**src/rtl/pc_fetch_ctrl.sv**
```systemverilog
// pc_fetch_ctrl: instruction fetch controller.
// Holds the PC, issues one instruction-memory read at a time, and hands
// returned words to decode. A one-entry skid buffer absorbs a word that
// returns while decode is stalled. Branch/jump redirects (branch wins)
// flush the fetch stream. A misaligned target raises a one-cycle exception
// pulse and vectors to EXC_VEC instead.
module pc_fetch_ctrl #(
    parameter logic [31:0] RESET_PC = 32'h0000_0000,
    parameter logic [31:0] EXC_VEC  = 32'h0000_0080
) (
    input  logic        clk,
    input  logic        rst_n,
    input  logic        stall,
    input  logic        br_taken,
    input  logic [31:0] br_target,
    input  logic        jmp,
    input  logic [31:0] jmp_target,
    output logic        imem_req,
    output logic [31:0] imem_addr,
    input  logic        imem_ack,
    input  logic [31:0] imem_rdata,
    output logic        if_valid,
    output logic [31:0] if_pc,
    output logic [31:0] if_instr,
    output logic [31:0] if_pc_plus4,
    output logic        misalign_exc
);

    typedef enum logic [1:0] {
        ST_IDLE = 2'd0,
        ST_REQ  = 2'd1,
        ST_HOLD = 2'd2
    } state_t;

    state_t      state_r, state_nxt_s;
    logic [31:0] pc_r, pc_nxt_s;
    logic        imem_req_r;
    logic        pend_valid_r, pend_valid_nxt_s;
    logic [31:0] pend_pc_r, pend_pc_nxt_s;
    logic        skid_valid_r, skid_valid_nxt_s;
    logic [31:0] skid_pc_r, skid_pc_nxt_s;
    logic [31:0] skid_instr_r, skid_instr_nxt_s;
    logic        if_valid_r, if_valid_nxt_s;
    logic [31:0] if_pc_r, if_pc_nxt_s;
    logic [31:0] if_instr_r, if_instr_nxt_s;
    logic [31:0] if_pc_plus4_r, if_pc_plus4_nxt_s;
    logic        misalign_r;

    logic        redir_s;
    logic [31:0] raw_tgt_s;
    logic        misal_s;
    logic [31:0] tgt_s;
    logic [31:0] pc_plus4_s;
    logic [31:0] skid_pc_plus4_s;

    // Resolve the redirect source and replace a misaligned target by the exception vector.
    always_comb begin
        redir_s   = br_taken | jmp;
        raw_tgt_s = br_taken ? br_target : jmp_target;
        misal_s   = redir_s & (raw_tgt_s[1:0] != 2'b00);
        if (misal_s) begin
            tgt_s = EXC_VEC;
        end else begin
            tgt_s = raw_tgt_s;
        end
    end

    // Sequential address arithmetic wraps modulo 2^32 (carry dropped by the width).
    assign pc_plus4_s      = pc_r + 32'd4;
    assign skid_pc_plus4_s = skid_pc_r + 32'd4;

    // Next-state, PC, pending-redirect, skid and decode-bundle computation.
    always_comb begin
        state_nxt_s       = state_r;
        pc_nxt_s          = pc_r;
        pend_valid_nxt_s  = pend_valid_r;
        pend_pc_nxt_s     = pend_pc_r;
        skid_valid_nxt_s  = skid_valid_r;
        skid_pc_nxt_s     = skid_pc_r;
        skid_instr_nxt_s  = skid_instr_r;
        if_valid_nxt_s    = if_valid_r;
        if_pc_nxt_s       = if_pc_r;
        if_instr_nxt_s    = if_instr_r;
        if_pc_plus4_nxt_s = if_pc_plus4_r;

        case (state_r)
            ST_IDLE: begin
                state_nxt_s = ST_REQ;
                if (redir_s) begin
                    pc_nxt_s       = tgt_s;
                    if_valid_nxt_s = 1'b0;
                end else begin
                    pc_nxt_s = pc_r;
                end
            end

            ST_REQ: begin
                if (imem_ack) begin
                    if (redir_s) begin
                        // Same-cycle redirect: drop the returned word, newest target wins.
                        pc_nxt_s         = tgt_s;
                        pend_valid_nxt_s = 1'b0;
                        if_valid_nxt_s   = 1'b0;
                    end else if (pend_valid_r) begin
                        // Word belongs to the wrong path; retire it and follow the pending target.
                        pc_nxt_s         = pend_pc_r;
                        pend_valid_nxt_s = 1'b0;
                        if (!stall) begin
                            if_valid_nxt_s = 1'b0;
                        end else begin
                            if_valid_nxt_s = if_valid_r;
                        end
                    end else if (stall) begin
                        skid_valid_nxt_s = 1'b1;
                        skid_pc_nxt_s    = pc_r;
                        skid_instr_nxt_s = imem_rdata;
                        pc_nxt_s         = pc_plus4_s;
                        state_nxt_s      = ST_HOLD;
                    end else begin
                        if_valid_nxt_s    = 1'b1;
                        if_pc_nxt_s       = pc_r;
                        if_instr_nxt_s    = imem_rdata;
                        if_pc_plus4_nxt_s = pc_plus4_s;
                        pc_nxt_s          = pc_plus4_s;
                    end
                end else begin
                    if (redir_s) begin
                        // Request still in flight: keep the address, remember where to go.
                        pend_valid_nxt_s = 1'b1;
                        pend_pc_nxt_s    = tgt_s;
                        if_valid_nxt_s   = 1'b0;
                    end else if (!stall) begin
                        if_valid_nxt_s = 1'b0;
                    end else begin
                        if_valid_nxt_s = if_valid_r;
                    end
                end
            end

            ST_HOLD: begin
                if (redir_s) begin
                    pc_nxt_s         = tgt_s;
                    pend_valid_nxt_s = 1'b0;
                    skid_valid_nxt_s = 1'b0;
                    if_valid_nxt_s   = 1'b0;
                    state_nxt_s      = ST_REQ;
                end else if (!stall) begin
                    if_valid_nxt_s    = skid_valid_r;
                    if_pc_nxt_s       = skid_pc_r;
                    if_instr_nxt_s    = skid_instr_r;
                    if_pc_plus4_nxt_s = skid_pc_plus4_s;
                    skid_valid_nxt_s  = 1'b0;
                    state_nxt_s       = ST_REQ;
                end else begin
                    state_nxt_s = ST_HOLD;
                end
            end

            default: begin
                state_nxt_s = ST_IDLE;
            end
        endcase
    end

    // FSM state register.
    always_ff @(posedge clk or negedge rst_n) begin
        if (!rst_n) begin
            state_r <= ST_IDLE;
        end else begin
            state_r <= state_nxt_s;
        end
    end

    // PC, pending redirect, skid buffer and registered outputs.
    always_ff @(posedge clk or negedge rst_n) begin
        if (!rst_n) begin
            pc_r          <= RESET_PC;
            imem_req_r    <= 1'b0;
            pend_valid_r  <= 1'b0;
            pend_pc_r     <= 32'h0000_0000;
            skid_valid_r  <= 1'b0;
            skid_pc_r     <= 32'h0000_0000;
            skid_instr_r  <= 32'h0000_0000;
            if_valid_r    <= 1'b0;
            if_pc_r       <= 32'h0000_0000;
            if_instr_r    <= 32'h0000_0000;
            if_pc_plus4_r <= 32'h0000_0000;
            misalign_r    <= 1'b0;
        end else begin
            pc_r          <= pc_nxt_s;
            imem_req_r    <= (state_nxt_s == ST_REQ);
            pend_valid_r  <= pend_valid_nxt_s;
            pend_pc_r     <= pend_pc_nxt_s;
            skid_valid_r  <= skid_valid_nxt_s;
            skid_pc_r     <= skid_pc_nxt_s;
            skid_instr_r  <= skid_instr_nxt_s;
            if_valid_r    <= if_valid_nxt_s;
            if_pc_r       <= if_pc_nxt_s;
            if_instr_r    <= if_instr_nxt_s;
            if_pc_plus4_r <= if_pc_plus4_nxt_s;
            misalign_r    <= misal_s;
        end
    end

    assign imem_req     = imem_req_r;
    assign imem_addr    = pc_r;
    assign if_valid     = if_valid_r;
    assign if_pc        = if_pc_r;
    assign if_instr     = if_instr_r;
    assign if_pc_plus4  = if_pc_plus4_r;
    assign misalign_exc = misalign_r;

endmodule

```
**config.mk**
```make
export PLATFORM = sky130hd
export DESIGN_NAME = pc_fetch_ctrl
export DESIGN_NICKNAME = d
export VERILOG_FILES = /design/src/rtl/pc_fetch_ctrl.sv
export SDC_FILE = /design/constraint.sdc
export NUM_CORES = 1
export LEC_CHECK = 0
export CORE_MARGIN = 2
export CORE_UTILIZATION = 40
export CTS_BUF_LIST = sky130_fd_sc_hd__clkbuf_2 sky130_fd_sc_hd__clkbuf_4 sky130_fd_sc_hd__clkbuf_8
export DETAILED_ROUTE_END_ITERATION = 10
export GPL_TIMING_DRIVEN = 0
export PLACE_DENSITY = 0.65
export SYNTH_ARGS = -nofsm -noshare
export SYNTH_HDL_FRONTEND = slang
export SYNTH_SLANG_ARGS = --single-unit
```
**constraint.sdc**
```tcl
create_clock -name clk -period 2.8 [get_ports clk]
set_input_delay 0.84 -clock clk [delete_from_list [all_inputs] [get_ports clk]]
set_output_delay 0.84 -clock clk [all_outputs]
set_load 0.02 [all_outputs]
```
Word-level counts from Yosys, hierarchy flattened:

Index checks and enable logic that the tools add are counted.

* reductions and logical operators: 13
* mux-type cells: 55
* bitwise logic cells: 5
* eq/ne operators: 16
* add/subtract/negate cells: 2

Operators with widths (count)
* $mux W32: 24
* $pmux W32 S2: 4
* $add A32 B3 Y32 const B: 2
* $ne A2 B2 Y1 const B: 9
* $mux W1: 17
* $mux W2: 6
* $reduce_and A3 Y1: 3
* $reduce_and A7 Y1: 1
* $ne A3 B3 Y1 const B: 2
* $pmux W2 S3: 1
* $reduce_and A6 Y1: 1
* $reduce_bool A2 Y1: 3
* $ne A5 B5 Y1 const B: 1
* $reduce_and A5 Y1: 1
* $eq A2 B1 Y1 const B: 2
* $pmux W1 S2: 2
* $reduce_and A4 Y1: 1
* $not A1 Y1: 3
* $pmux W1 S3: 1
* $reduce_bool A3 Y1: 1
* $eq A2 B2 Y1 const B: 1
* $logic_not A2 Y1: 1
* $ne A2 B1 Y1 const B: 1
* $reduce_or A2 Y1: 1
* other kinds (2): 2

* bits in registers: 231
* output and inout bits: 131
* bits of input ports: 102
* word-level logic and storage cells: 104

Logic depth before layout (Yosys ltp):

* depth after elaboration: 7
* depth in mapped cells: 10
* mapped depth without buffers: 7

Least setup slack after synthesis:

No wires, ideal clock.

* kind: input port to flip-flop
* from: input br_taken
* to: register skid_instr_r[0]
* arrival time: 2342 ps
* path buffers: 2
* setup time: 125 ps
* slack: 333 ps
* stages on the path: 6
* data required time: 2675 ps
* cells stage by stage: clkbuf_1 -> or3b_2 -> nor2_1 -> nand2_1 -> buf_1 -> mux2_2

* word-level cells in the longest chain between the ends: 3

RTL lines
* start, declared: RTL line 14 `input logic br_taken,`
* $or A1 B1 Y1: RTL line 58 `redir_s = br_taken | jmp;`
* $not A1 Y1 (no line)
* $reduce_and A5 Y1 (no line)
* end signal, assigned: RTL line 196 `skid_instr_r <= skid_instr_nxt_s;`
* end, declared: RTL line 42 `logic [31:0] skid_instr_r, skid_instr_nxt_s;`

No other way between the ends.
A chain may end at the register's enable or synchronous reset.

Final worst setup path:

* from: register pc_r[2], in the netlist imem_addr[2]
* to: register if_pc_plus4_r[28], in the netlist if_pc_plus4[28]

* word-level cells in the longest chain between the ends: 6

RTL lines
* start, declared: RTL line 36 `logic [31:0] pc_r, pc_nxt_s;`
* start signal, assigned: RTL line 190 `pc_r <= pc_nxt_s;`
* $add A32 B3 Y32: RTL line 69 `assign pc_plus4_s = pc_r + 32'd4;`
* $mux W32: RTL line 113 `end else if (stall) begin`
* $mux W32: RTL line 104 `end else if (pend_valid_r) begin`
* $mux W32: RTL line 99 `if (redir_s) begin`
* $mux W32: RTL line 98 `if (imem_ack) begin`
* $pmux W32 S2: RTL line 86 `case (state_r)`
* end signal, assigned: RTL line 200 `if_pc_plus4_r <= if_pc_plus4_nxt_s;`
* end, declared: RTL line 46 `logic [31:0] if_pc_plus4_r, if_pc_plus4_nxt_s;`

No other way between the ends. The select of a mux whose other input is x is not followed.

==> results.yml <==
placement:
  dpl.hpwl_um: 28030
  portBuffers: 232
  place.gp.congestion: 0.8860
synthesis:
  synth_area_leaders: "dfrtp_1 48%, mux2i_1 8.0%, mux2_2 6.5%, nand2_1 5.5%, o21ai_0 5.2%"
  synth_seq_area_share: 0.4830
  synth_top_area_share: 0.4830
  yosysTopAreaCell: "dfrtp_1"
  synthCells: 1197
  syn-cell-area_um2: 11860
  dominantRegCellSynth: "dfrtp_1"
  ys_warn_count: 0
  avgSynthCellArea_um2: 9.911
  synth_compound_area_frac: 0.1546
  yosys.area_share.simple: 0.1406
  synth-seq-cells: 229
  muxShareOfSynthArea: 0.1447
  synth-adder-area-share: 0.007382
  async_flop_share: 1.000
  ys_types: 65
  synth-xor-area-share: 0.03027
  synth_top_family_by_area: "compound AO/OA/AOI/OAI gates"
  synth-edff-count: 0
  syn_nets: 1306
clocking:
  cts_made_buffers: 40
  insertion_delay_ns: 0.54
  cts_tree: "yes"
  clockBufferDepth: 3
  cts_num_sinks: 229
  cts.root.buffer_cell: "clkbuf_8"
  path_clk_slew_ns: 0.07
  htreeDepth: 2
route:
  drc_errors: 0
  drt_first_iter_violations: 861
  firstDrtPassIters: 5
  ant_nets: 0
  top_layer_used: "met4"
  met1_length_um: 16930
  num_vias: 10390
  routed_wl_um: 37300
  wl_met3_um: 2794
  routed_via_density: 5.489
  post_drt_wl_per_cell_um: 19.72
  wl_met2_um: 16840
setup_path:
  cp_common_cell: "nand3_1"
  r2r_start: "imem_addr[2]$_DFFE_PN0P_"
  cp_cell_sequence: "ha_1 -> nand3_1 -> nor3_1 -> nand3_1 -> xnor2_1 -> a221o_1"
  rrSetupSlack_ns: 0.08
  cp-end-kind: "flop"
  reg2regPathDepth: 6
  endpoint: "if_pc_plus4[28]$_DFFE_PN0P_"
  r2r_end: "if_pc_plus4[28]$_DFFE_PN0P_"
  cp_data_required_time_ns: 3.22
  path_max_fanout: 9
  crit_type: "reg -> reg"
  cp-startpoint: "imem_addr[2]$_DFFE_PN0P_"
  max_stage_delay_ns: 0.64
  slowest_stage: "nor3_1"
  cp_data_arrival_time_ns: 3.14
  startpoint_type: "flop"
grt:
  grt_max_degree: 117
  grt_pass1_vias: 9918
  grt_usage: 0.2380
  grt_pass1_wl_um: 57410
  antenna_found_initial: 0
  overflow: 0
floorplan:
  pin_count: 233
  fp.dieW_um: 176.2
  start_util: 0.4035
  die_h_um: 176.2
  core-area_um2: 29400
  dieArea_um2: 31050
  fp-row-count: 63
timing:
  rsz0062_at_grt: "false"
  slew_headroom: 0.2996
  hold_viol: 0
  fin_crit_ns: 2.720
  clock_skew_ns: 0.01282
  final_max_slew_viol_count: 0
  finalSetupTns_ns: 0
  setup_viol: 0
  worstMarginPinSlew_ns: 1.051
  fmax_mhz: 367.6
  holdWs_ns: 0.3369
  period_share: 0.9715
power:
  peakVddDrop_v: 0.0003867
  cellPowerDensity_nw_per_um2: 1093
  total_leakage_power_nw: 6.418
cells_and_area:
  n_antenna_cell: 0
  fill_cells: 2691
  nets: 1580
  drive_gt1_frac: 0.1385
  syn2layout_area_growth_pct: 31.77
status:
  status: "finished, final reports clean"
min_path:
  min_path_type: "in -> async"
run:
  max_cap_viol_count: 0
[stage by stage]
stage,area (um2),instances,util,power [W],setup WS (ns)
finish,15630,1892,0.5317,0.01709,0.07989
global route,15630,1892,0.5317,0.01818,0.004241
CTS,15610,1892,0.5309,0.01715,0.02391
detailed placement,14710,1820,0.5002,0.01385,-1.120
global placement,14670,1819,0.4991,0.01369,-9.085
floorplan,11860,1197,-,0.01025,0.3334
[where the power goes]
group	internal (W)	switching [W]	total, W
sequential	0.00478	0.00119	0.00597
combinational	0.00334	0.00457	0.00791
clock	0.00181	0.00142	0.00322
[sequential cells by signal, indices dropped and copies added (netlist names)]
name / cells
if_instr: 32
if_pc: 32
if_pc_plus4: 30
if_valid: 1
imem_addr: 32
imem_req: 1
misalign_exc: 1
pend_pc_r: 32
pend_valid_r: 1
skid_instr_r: 32
skid_pc_r: 32
skid_valid_r: 1
state_r: 2
[repair_timing]
item                                   4_1_cts  5_1_grt
hold buffers                                 0        0
endpoints found under the hold margin        0        0
gates resized for setup                     22       22
setup buffers                                1        0
gates cloned                                 0        0
setup endpoints to repair                  198       92
pin swaps                                    1        1
[critical path, delay by kind of cell (launching register included)]
kind / cells / cell delay (ns)
and+or+nand+nor: 3 / 1.28
DFF: 1 / 0.53
adders and majority gates: 1 / 0.25
AOI/OAI and AO/OA: 1 / 0.33
xor gates and xnor gates: 1 / 0.21
[layout make-up]
| type | count | area (um2) | share of cell area |
|---|---|---|---|
| clock buffers | 63 | 792.0 | 0.05066 |
| inverters | 17 | 63.81 | 0.004082 |
| multi-input cells | 853 | 5709 | 0.3652 |
| well taps | 390 | 488.0 | 0.03121 |
| plain buffers | 96 | 427.9 | 0.02737 |
| repair buffers | 234 | 2362 | 0.1511 |
| flip-flops and latches | 229 | 5731 | 0.3666 |
| clock inverters | 10 | 58.81 | 0.003762 |
[placed cells by master (no fill, tap or decap), drive strengths merged, types with 37 or more instances in the layout]
cell | netlist | routed
a21oi | 37 | 37
clkbuf | 68 | 131
clkdlybuf4s50 | 0 | 231
dfrtp | 229 | 229
mux2 | 68 | 68
mux2i | 95 | 95
nand2 | 176 | 176
nor2 | 41 | 41
o21ai | 125 | 125
[per-layer routing]
metal  vias up  GRT usage
met5         -          0
met4         0    0.06405
met3        51    0.04587
met2       410     0.3766
met1      5032     0.3349
li1       4893          -
[cell usage after synthesis, drive strengths merged, types with 4 or more instances]
library cell / n
dfrtp: 229
nand2: 176
o21ai: 125
mux2i: 95
clkbuf: 68
mux2: 68
nor2: 41
a21oi: 37
o31ai: 31
buf: 30
nand3: 27
nand4: 25
xnor2: 25
nor3: 24
inv: 16
xor2: 16
nor4: 15
a31oi: 11
or3: 11
o221ai: 10
or4: 8
a221o: 7
a22oi: 7
ha: 7
o21a: 7
and3: 6
o31a: 6
a211oi: 5
a21o: 5
and2: 5
o211ai: 5
and4: 4
o2111ai: 4
or2: 4
[cells by family after synthesis]
group / after synthesis
buffers and inverters: 115
AOI/OAI and AO/OA: 288
DFF: 229
muxes: 163
xor gates and xnor gates: 41
adders and majority gates: 7
and+or+nand+nor: 354
[how the worst min path moves through the flow]
stage                              startpoint                         to  slack, ns  depth (start not counted)
finish                                  rst_n      if_pc[22]$_DFFE_PN0P_       0.34                          1
global placement    pend_pc_r[16]$_DFFE_PN0P_  pend_pc_r[16]$_DFFE_PN0P_       0.46                          2
floorplan           pend_pc_r[10]$_DFFE_PN0P_  pend_pc_r[10]$_DFFE_PN0P_       0.44                          2
detailed placement  pend_pc_r[10]$_DFFE_PN0P_  pend_pc_r[10]$_DFFE_PN0P_       0.46                          2
global route                            rst_n      if_pc[22]$_DFFE_PN0P_       0.40                          1
CTS                                     rst_n      if_pc[22]$_DFFE_PN0P_       0.40                          1
Power figures use the tool's default switching activity.
